==> src/rtl/cv32e40p_pdl_alarm_ctrl.sv <==
// cv32e40p_pdl_alarm_ctrl
// Turns PDL clock-glitch detector alarm pulses into core flush requests.
// Alarm rising edges are qualified and counted. The {Q1, delay_line} taps are
// snapshotted on each accepted alarm. Flushes are rate-limited by a cooldown,
// with a one-deep pending flag for alarms that arrive while a flush is busy.
// A sliding strike window raises a sticky lock.
// Optional feature macro: CV32E40P_PDL_ALARM_SYNC_EN adds 2-flop synchronizers
// on alarm, Q1 and delay_line. This adds 2 cycles to every alarm-to-output path.
module cv32e40p_pdl_alarm_ctrl #(
    parameter int CNT_W           = 8,
    parameter int ESC_THRESH      = 3,
    parameter int WINDOW_CYCLES   = 64,
    parameter int COOLDOWN_CYCLES = 16
) (
    input  logic                              clk,
    input  logic                              rst_n,
    input  logic                              alarm,
    input  logic                              Q1,
    input  logic                              delay_line,
    input  logic                              flush_ack,
    input  logic                              clr,
    output logic                              flush_req,
    output logic                              lock,
    output logic [CNT_W-1:0]                  alarm_cnt,
    output logic [$clog2(ESC_THRESH+1)-1:0]   strikes,
    output logic [1:0]                        snap,
    output logic [1:0]                        state
);

    localparam int STR_W  = $clog2(ESC_THRESH + 1);
    localparam int WIN_W  = (WINDOW_CYCLES > 1) ? $clog2(WINDOW_CYCLES) : 1;
    localparam int COOL_W = (COOLDOWN_CYCLES > 1) ? $clog2(COOLDOWN_CYCLES) : 1;

    localparam logic [STR_W-1:0]  STR_MAX   = STR_W'(ESC_THRESH);
    localparam logic [WIN_W-1:0]  WIN_LOAD  = WIN_W'(WINDOW_CYCLES - 1);
    localparam logic [COOL_W-1:0] COOL_LOAD = COOL_W'(COOLDOWN_CYCLES - 1);

    typedef enum logic [1:0] {
        ST_IDLE  = 2'd0,
        ST_FLUSH = 2'd1,
        ST_COOL  = 2'd2
    } state_e;

    // Saturating increment of the total alarm counter
    function automatic logic [CNT_W-1:0] cnt_sat_inc(input logic [CNT_W-1:0] v);
        if (&v) begin
            return v;
        end else begin
            return v + CNT_W'(1);
        end
    endfunction

    // Saturating increment of the strike counter (caps at ESC_THRESH)
    function automatic logic [STR_W-1:0] str_sat_inc(input logic [STR_W-1:0] v);
        if (v >= STR_MAX) begin
            return STR_MAX;
        end else begin
            return v + STR_W'(1);
        end
    endfunction

    logic alarm_s, q1_s, dl_s, accept_s;

`ifdef CV32E40P_PDL_ALARM_SYNC_EN
    logic [1:0] alarm_sync_r, q1_sync_r, dl_sync_r;

    // Two-flop stages on alarm and both taps, so the snapshot stays aligned with the alarm
    always_ff @(posedge clk or negedge rst_n) begin
        if (!rst_n) begin
            alarm_sync_r <= 2'b00;
            q1_sync_r    <= 2'b00;
            dl_sync_r    <= 2'b00;
        end else begin
            alarm_sync_r <= {alarm_sync_r[0], alarm};
            q1_sync_r    <= {q1_sync_r[0], Q1};
            dl_sync_r    <= {dl_sync_r[0], delay_line};
        end
    end

    assign alarm_s = alarm_sync_r[1];
    assign q1_s    = q1_sync_r[1];
    assign dl_s    = dl_sync_r[1];
`else
    assign alarm_s = alarm;
    assign q1_s    = Q1;
    assign dl_s    = delay_line;
`endif

    logic               alarm_d_r;
    logic [CNT_W-1:0]   cnt_r, cnt_n_s;
    logic [STR_W-1:0]   str_r, str_n_s, str_base_s;
    logic [WIN_W-1:0]   win_r, win_n_s, win_base_s;
    logic [COOL_W-1:0]  cool_r, cool_n_s;
    logic [1:0]         snap_r, snap_n_s;
    logic               lock_r, lock_n_s;
    logic               pend_r, pend_n_s;
    logic               flush_req_r, flush_req_n_s;
    state_e             state_r, state_n_s;

    // A held-high alarm is accepted only on its first sampled cycle
    assign accept_s = alarm_s & ~alarm_d_r;

    // Counter, snapshot, strike window and lock: clear is applied first, then the alarm
    always_comb begin
        cnt_n_s    = clr ? {CNT_W{1'b0}} : cnt_r;
        snap_n_s   = clr ? 2'b00 : snap_r;
        lock_n_s   = clr ? 1'b0 : lock_r;
        str_base_s = clr ? {STR_W{1'b0}} : str_r;
        win_base_s = clr ? {WIN_W{1'b0}} : win_r;
        str_n_s    = str_base_s;
        win_n_s    = win_base_s;
        if (accept_s) begin
            cnt_n_s  = cnt_sat_inc(cnt_n_s);
            snap_n_s = {q1_s, dl_s};
            str_n_s  = str_sat_inc(str_base_s);
            win_n_s  = WIN_LOAD;
        end else if (str_base_s != {STR_W{1'b0}}) begin
            if (win_base_s == {WIN_W{1'b0}}) begin
                str_n_s = {STR_W{1'b0}};
                win_n_s = {WIN_W{1'b0}};
            end else begin
                str_n_s = str_base_s;
                win_n_s = win_base_s - WIN_W'(1);
            end
        end else begin
            str_n_s = str_base_s;
            win_n_s = win_base_s;
        end
        if (accept_s && (str_n_s == STR_MAX)) begin
            lock_n_s = 1'b1;
        end else begin
            lock_n_s = lock_n_s;
        end
    end

    // Flush handshake FSM with cooldown and one-deep pending alarm
    always_comb begin
        state_n_s = state_r;
        cool_n_s  = cool_r;
        pend_n_s  = clr ? 1'b0 : pend_r;
        case (state_r)
            ST_IDLE: begin
                if (accept_s) begin
                    state_n_s = ST_FLUSH;
                end else begin
                    state_n_s = ST_IDLE;
                end
            end
            ST_FLUSH: begin
                if (flush_ack) begin
                    state_n_s = ST_COOL;
                    cool_n_s  = COOL_LOAD;
                end else begin
                    state_n_s = ST_FLUSH;
                end
            end
            ST_COOL: begin
                if (cool_r == {COOL_W{1'b0}}) begin
                    if (pend_n_s) begin
                        state_n_s = ST_FLUSH;
                        pend_n_s  = 1'b0;
                    end else begin
                        state_n_s = ST_IDLE;
                    end
                end else begin
                    cool_n_s = cool_r - COOL_W'(1);
                end
            end
            default: begin
                state_n_s = ST_IDLE;
                cool_n_s  = {COOL_W{1'b0}};
            end
        endcase
        if (accept_s && (state_r != ST_IDLE)) begin
            pend_n_s = 1'b1;
        end else begin
            pend_n_s = pend_n_s;
        end
        flush_req_n_s = (state_n_s == ST_FLUSH);
    end

    // State and output registers
    always_ff @(posedge clk or negedge rst_n) begin
        if (!rst_n) begin
            alarm_d_r   <= 1'b0;
            cnt_r       <= {CNT_W{1'b0}};
            str_r       <= {STR_W{1'b0}};
            win_r       <= {WIN_W{1'b0}};
            cool_r      <= {COOL_W{1'b0}};
            snap_r      <= 2'b00;
            lock_r      <= 1'b0;
            pend_r      <= 1'b0;
            flush_req_r <= 1'b0;
            state_r     <= ST_IDLE;
        end else begin
            alarm_d_r   <= alarm_s;
            cnt_r       <= cnt_n_s;
            str_r       <= str_n_s;
            win_r       <= win_n_s;
            cool_r      <= cool_n_s;
            snap_r      <= snap_n_s;
            lock_r      <= lock_n_s;
            pend_r      <= pend_n_s;
            flush_req_r <= flush_req_n_s;
            state_r     <= state_n_s;
        end
    end

    assign flush_req = flush_req_r;
    assign lock      = lock_r;
    assign alarm_cnt = cnt_r;
    assign strikes   = str_r;
    assign snap      = snap_r;
    assign state     = state_r;

endmodule
==> config.mk <==
export PLATFORM = sky130hd
export DESIGN_NAME = cv32e40p_pdl_alarm_ctrl
export DESIGN_NICKNAME = d
export VERILOG_FILES = /design/src/rtl/cv32e40p_pdl_alarm_ctrl.sv
export SDC_FILE = /design/constraint.sdc
export NUM_CORES = 1
export LEC_CHECK = 0
export CAP_MARGIN = 30
export CELL_PAD_IN_SITES_DETAIL_PLACEMENT = 1
export CELL_PAD_IN_SITES_GLOBAL_PLACEMENT = 1
export CORE_ASPECT_RATIO = 0.6
export CORE_MARGIN = 2
export CORE_UTILIZATION = 44
export DETAILED_ROUTE_END_ITERATION = 10
export PLACE_DENSITY = 0.92
export SLEW_MARGIN = 0
export SYNTH_ARGS = -nofsm -noshare
export SYNTH_HDL_FRONTEND = slang
export SYNTH_SLANG_ARGS = --single-unit
==> constraint.sdc <==
create_clock -name clk -period 2.6 [get_ports clk]
set_input_delay 0.39 -clock clk [delete_from_list [all_inputs] [get_ports clk]]
set_output_delay 0.39 -clock clk [all_outputs]
set_load 0.01 [all_outputs]
==> results.txt <==
The run finished with clean final reports. The number of cells produced by synthesis came out at 154. In this run the core area contains 16 standard-cell rows. The count of different cell masters after synthesis is 48. The average size of a mapped cell came out at 10.1 sq um.

For this run, design rule violations remaining after detail routing come to 0. After synthesis, the cell types taking the most area are sky130_fd_sc_hd__dfrtp_1, sky130_fd_sc_hd__ha_1, sky130_fd_sc_hd__a21oi_1, sky130_fd_sc_hd__nor2b_1, sky130_fd_sc_hd__nand2_1. The area growth from synthesis to layout is 20.6%. For this run, the top clock speed supported by timing is 442 MHz. The number of max-slew violations in the final report was 0. The number of H-tree levels is 1. The startpoint identified for the worst register-to-register timing path is alarm_cnt[0].

Clock tree synthesis selected as its root buffer the cell sky130_fd_sc_hd__clkbuf_8. The TritonCTS buffer count came out at 3. The wire-length estimate of the detail-placed layout is 2980 microns. The number of I/O pins came out at 23.

The number of hold buffers added after cts is 0. The transition time at the pin with the least slew margin came out at 0.474 ns. The initial standard-cell utilization of the core came out at 46.7%.

The detailed router finished its first iteration with 70 violations. Synthesis produced a netlist with a net count of 169. TritonCTS built the clock tree. The total number of nets in the final design is 193.

The repair_antennas step left the layout with diodes totalling 0. The sum of negative setup slack is 0 ns. Across all layers, the routed design uses 1260 vias. The path class of the tightest hold or removal check is in -> async. The number of antenna violations at the first check in global routing is 0. The endpoint of the lowest-slack register-to-register path is alarm_cnt[1]. The max-cap check violation count came out at 0. Setup repair after global routing left no endpoint under its margin.

The setup skew after layout is 0.00321 ns. Entering global routing, the biggest net connects 29 pins. The wire length of the first global-routing pass is 6840 microns. The power per standard cell area is 712 nW/um^2. The floorplan step defined a die boundary enclosing 4040 sq um.

The core box area is 3320 sq um. In this run the tightest slew margin relative to its limit is 68.4%. The clock drives 28 sinks. The CTS clock-pin slew for the worst setup and hold paths came out at 0.10 ns. The predominant post-synthesis flop cell is sky130_fd_sc_hd__dfrtp_1.

The number of synthesized flops with an enable pin is 0. The number of global-route vias before repair was 1379. The internal reg-to-reg setup slack is 0.71 ns. The category of the most critical setup path is in -> reg. The fraction of layout instances using a drive strength above 1 is 9.60%. The final critical-path share of the clock period is 87.1%. The worst path in the final design needs a cycle of 2.26 ns, including I/O delays and setup. The routed length per placed instance came out at 17.9 microns. The width of the die came out at 80.7 microns. The fraction of the yosys area taken by sequential cells is 45.1%. Summing all flip-flop and latch instances after layout gives 701 sq um.

The worst path required time is 2.73 ns. The overall fraction of global-route tracks in use came out at 22.4%. The instance area at placement is 1820 sq um.

The largest driver fanout on the critical path is 18. In this run the cell area of the synthesized design comes to 1550 sq um. The count of cells along the worst register-to-register path came out at 5. The total number of yosys warnings came out at 0. The worst setup path is captured at a flip-flop. The area share of the largest cell type after synthesis came out at 45.1%. The footprint of the multi-input gates is 792 sq um. Counting flops and latches in the post-synthesis netlist gives 28. The share of flip-flops with an asynchronous set or reset is 100%.

The die span in y came out at 50.0 microns. The count of endpoints failing setup in the final report came out at 0. For the worst-skew pair, the clock arrives at the later sink with an insertion delay of 0.28 ns.

The total of buffers placed on input and output ports came out at 22. The cell area after layout came out at 1870 sq um. The filler cell count came out at 385. STA puts the critical path data arrival time at 2.39 ns. The via density per instance came out at 5.68. The static leakage is 0.766 nW.

The peak supply drop came out at 305 uV. The longest clock path from root to sink contains 2 buffers. The number of iterations in the first detailed-routing pass came out at 5. The final weighted congestion in routability-driven placement came out at 0.905. The final-report hold violation count is 0. The cell type contributing the most total cell area after synthesis is sky130_fd_sc_hd__dfrtp_1. Summed over all layers, the routed wires come to 3980 microns.

The post-CTS repair timing setup buffer count came out at 0. The residual antenna-violating net count after detailed routing came out at 0. The number of instances resized during post-cts repair is 0. STA classifies the critical path startpoint as a primary input. The leftover overflow at the end of global routing came out at 0.
worst max-delay path: stages:
cell and delay (ns):
sky130_fd_sc_hd__clkdlybuf4s50_1 0.67, sky130_fd_sc_hd__buf_4 0.27, sky130_fd_sc_hd__nand2b_1 0.17, sky130_fd_sc_hd__ha_1 0.21, sky130_fd_sc_hd__and3_1 0.24, sky130_fd_sc_hd__nor2b_1 0.29, sky130_fd_sc_hd__o21ai_1 0.15
worst max path at each step:
stage | endpoint | slack [ns] | startpoint
final | win_r[2] | 0.34 | clr
after floorplan | alarm_cnt[1] | 0.84 | clr
after CTS | win_r[2] | 0.35 | clr
after detailed placement | win_r[2] | 0.07 | clr
after global routing | win_r[2] | 0.20 | clr
after global placement | win_r[1] | 0.30 | clr
power breakdown:
part           internal, W  switching [W]  total (W)
Clock             0.000136       0.000137   0.000273
Combinational     0.000233       0.000261   0.000495
Sequential        0.000503      0.0000625   0.000565
Total             0.000872       0.000461    0.00133
cell usage after synthesis (2+ instances only):
cell / number
sky130_fd_sc_hd__a21oi_1: 11
sky130_fd_sc_hd__buf_2: 3
sky130_fd_sc_hd__dfrtp_1: 28
sky130_fd_sc_hd__ha_1: 8
sky130_fd_sc_hd__inv_1: 9
sky130_fd_sc_hd__nand2_1: 11
sky130_fd_sc_hd__nand2b_1: 6
sky130_fd_sc_hd__nand3_1: 4
sky130_fd_sc_hd__nand3b_1: 3
sky130_fd_sc_hd__nand4_1: 3
sky130_fd_sc_hd__nor2_1: 9
sky130_fd_sc_hd__nor2b_1: 7
sky130_fd_sc_hd__nor3_1: 2
sky130_fd_sc_hd__nor3_2: 2
sky130_fd_sc_hd__nor4_1: 2
sky130_fd_sc_hd__o211ai_1: 2
sky130_fd_sc_hd__o21ai_0: 4
sky130_fd_sc_hd__o21ai_1: 6
sky130_fd_sc_hd__o22ai_1: 2
sky130_fd_sc_hd__o311ai_1: 2
sky130_fd_sc_hd__xnor2_1: 2
sky130_fd_sc_hd__xor2_1: 2
cells by family (layout without fill, tap and decap cells):
family          count (synthesis)  in the layout  synth area share [%]
simple gates                   59             59                  22.9
flops                          28             28                  45.1
mux                             3              3                  2.10
compound gates                 38             38                  17.3
xor+xnor                        4              4                  2.26
buf+inv                        14             37                  3.87
fa+ha+maj                       8              8                  6.45
metal layers:
layer  global-route usage (%)  up-vias  routed length, microns
met5                        0        -                       0
met4                     6.50        0                      72
met3                     5.31        8                     166
met2                     36.5       35                    1820
met1                     29.6      617                    1920
li1                         -      600                       -
flip-flops by register name, indices dropped and copies added (netlist names):
register and count:
alarm_cnt 8, alarm_d_r 1, cool_r 4, flush_req 1, lock 1, pend_r 1, snap 2, state 2
strikes 2, win_r 6
placed cells by master, fill, tap and decap left out, types with 3 or more instances in the layout:
cell type / netlist / layout
sky130_fd_sc_hd__nand3_1: 4 / 4
sky130_fd_sc_hd__dfrtp_1: 28 / 28
sky130_fd_sc_hd__nor2_1: 9 / 9
sky130_fd_sc_hd__nor2b_1: 7 / 7
sky130_fd_sc_hd__a21oi_1: 11 / 11
sky130_fd_sc_hd__nand3b_1: 3 / 3
sky130_fd_sc_hd__o21ai_0: 4 / 4
sky130_fd_sc_hd__nand2_1: 11 / 11
sky130_fd_sc_hd__clkdlybuf4s50_1: 0 / 22
sky130_fd_sc_hd__clkbuf_8: 0 / 4
sky130_fd_sc_hd__ha_1: 8 / 8
sky130_fd_sc_hd__nand4_1: 3 / 3
sky130_fd_sc_hd__inv_1: 9 / 9
sky130_fd_sc_hd__o21ai_1: 6 / 6
sky130_fd_sc_hd__nand2b_1: 6 / 6
through the flow:
stage | total power, W | hold slack, ns | utilization [%] | setup slack, ns | std cells
floorplan | 0.000892 | 0.0944 | - | 0.837 | 154
global placement | 0.00102 | 0.475 | 54.7 | 0.296 | 218
detailed placement | 0.00106 | 0.484 | 54.7 | 0.0653 | 218
CTS | 0.00134 | 0.498 | 56.4 | 0.354 | 222
global route | 0.00142 | 0.493 | 56.4 | 0.200 | 222
finish | 0.00133 | 0.478 | 56.4 | 0.336 | 222
area by class of cell:
class                   instances  share of cell area (%)
inverters                       9                    1.80
flip-flops and latches         28                    37.4
repair buffers                 24                    12.6
multi-input cells             112                    42.3
clock buffers                   4                    2.94
well taps                      45                    3.01
Note: power is estimated with default switching activity, not from simulation.
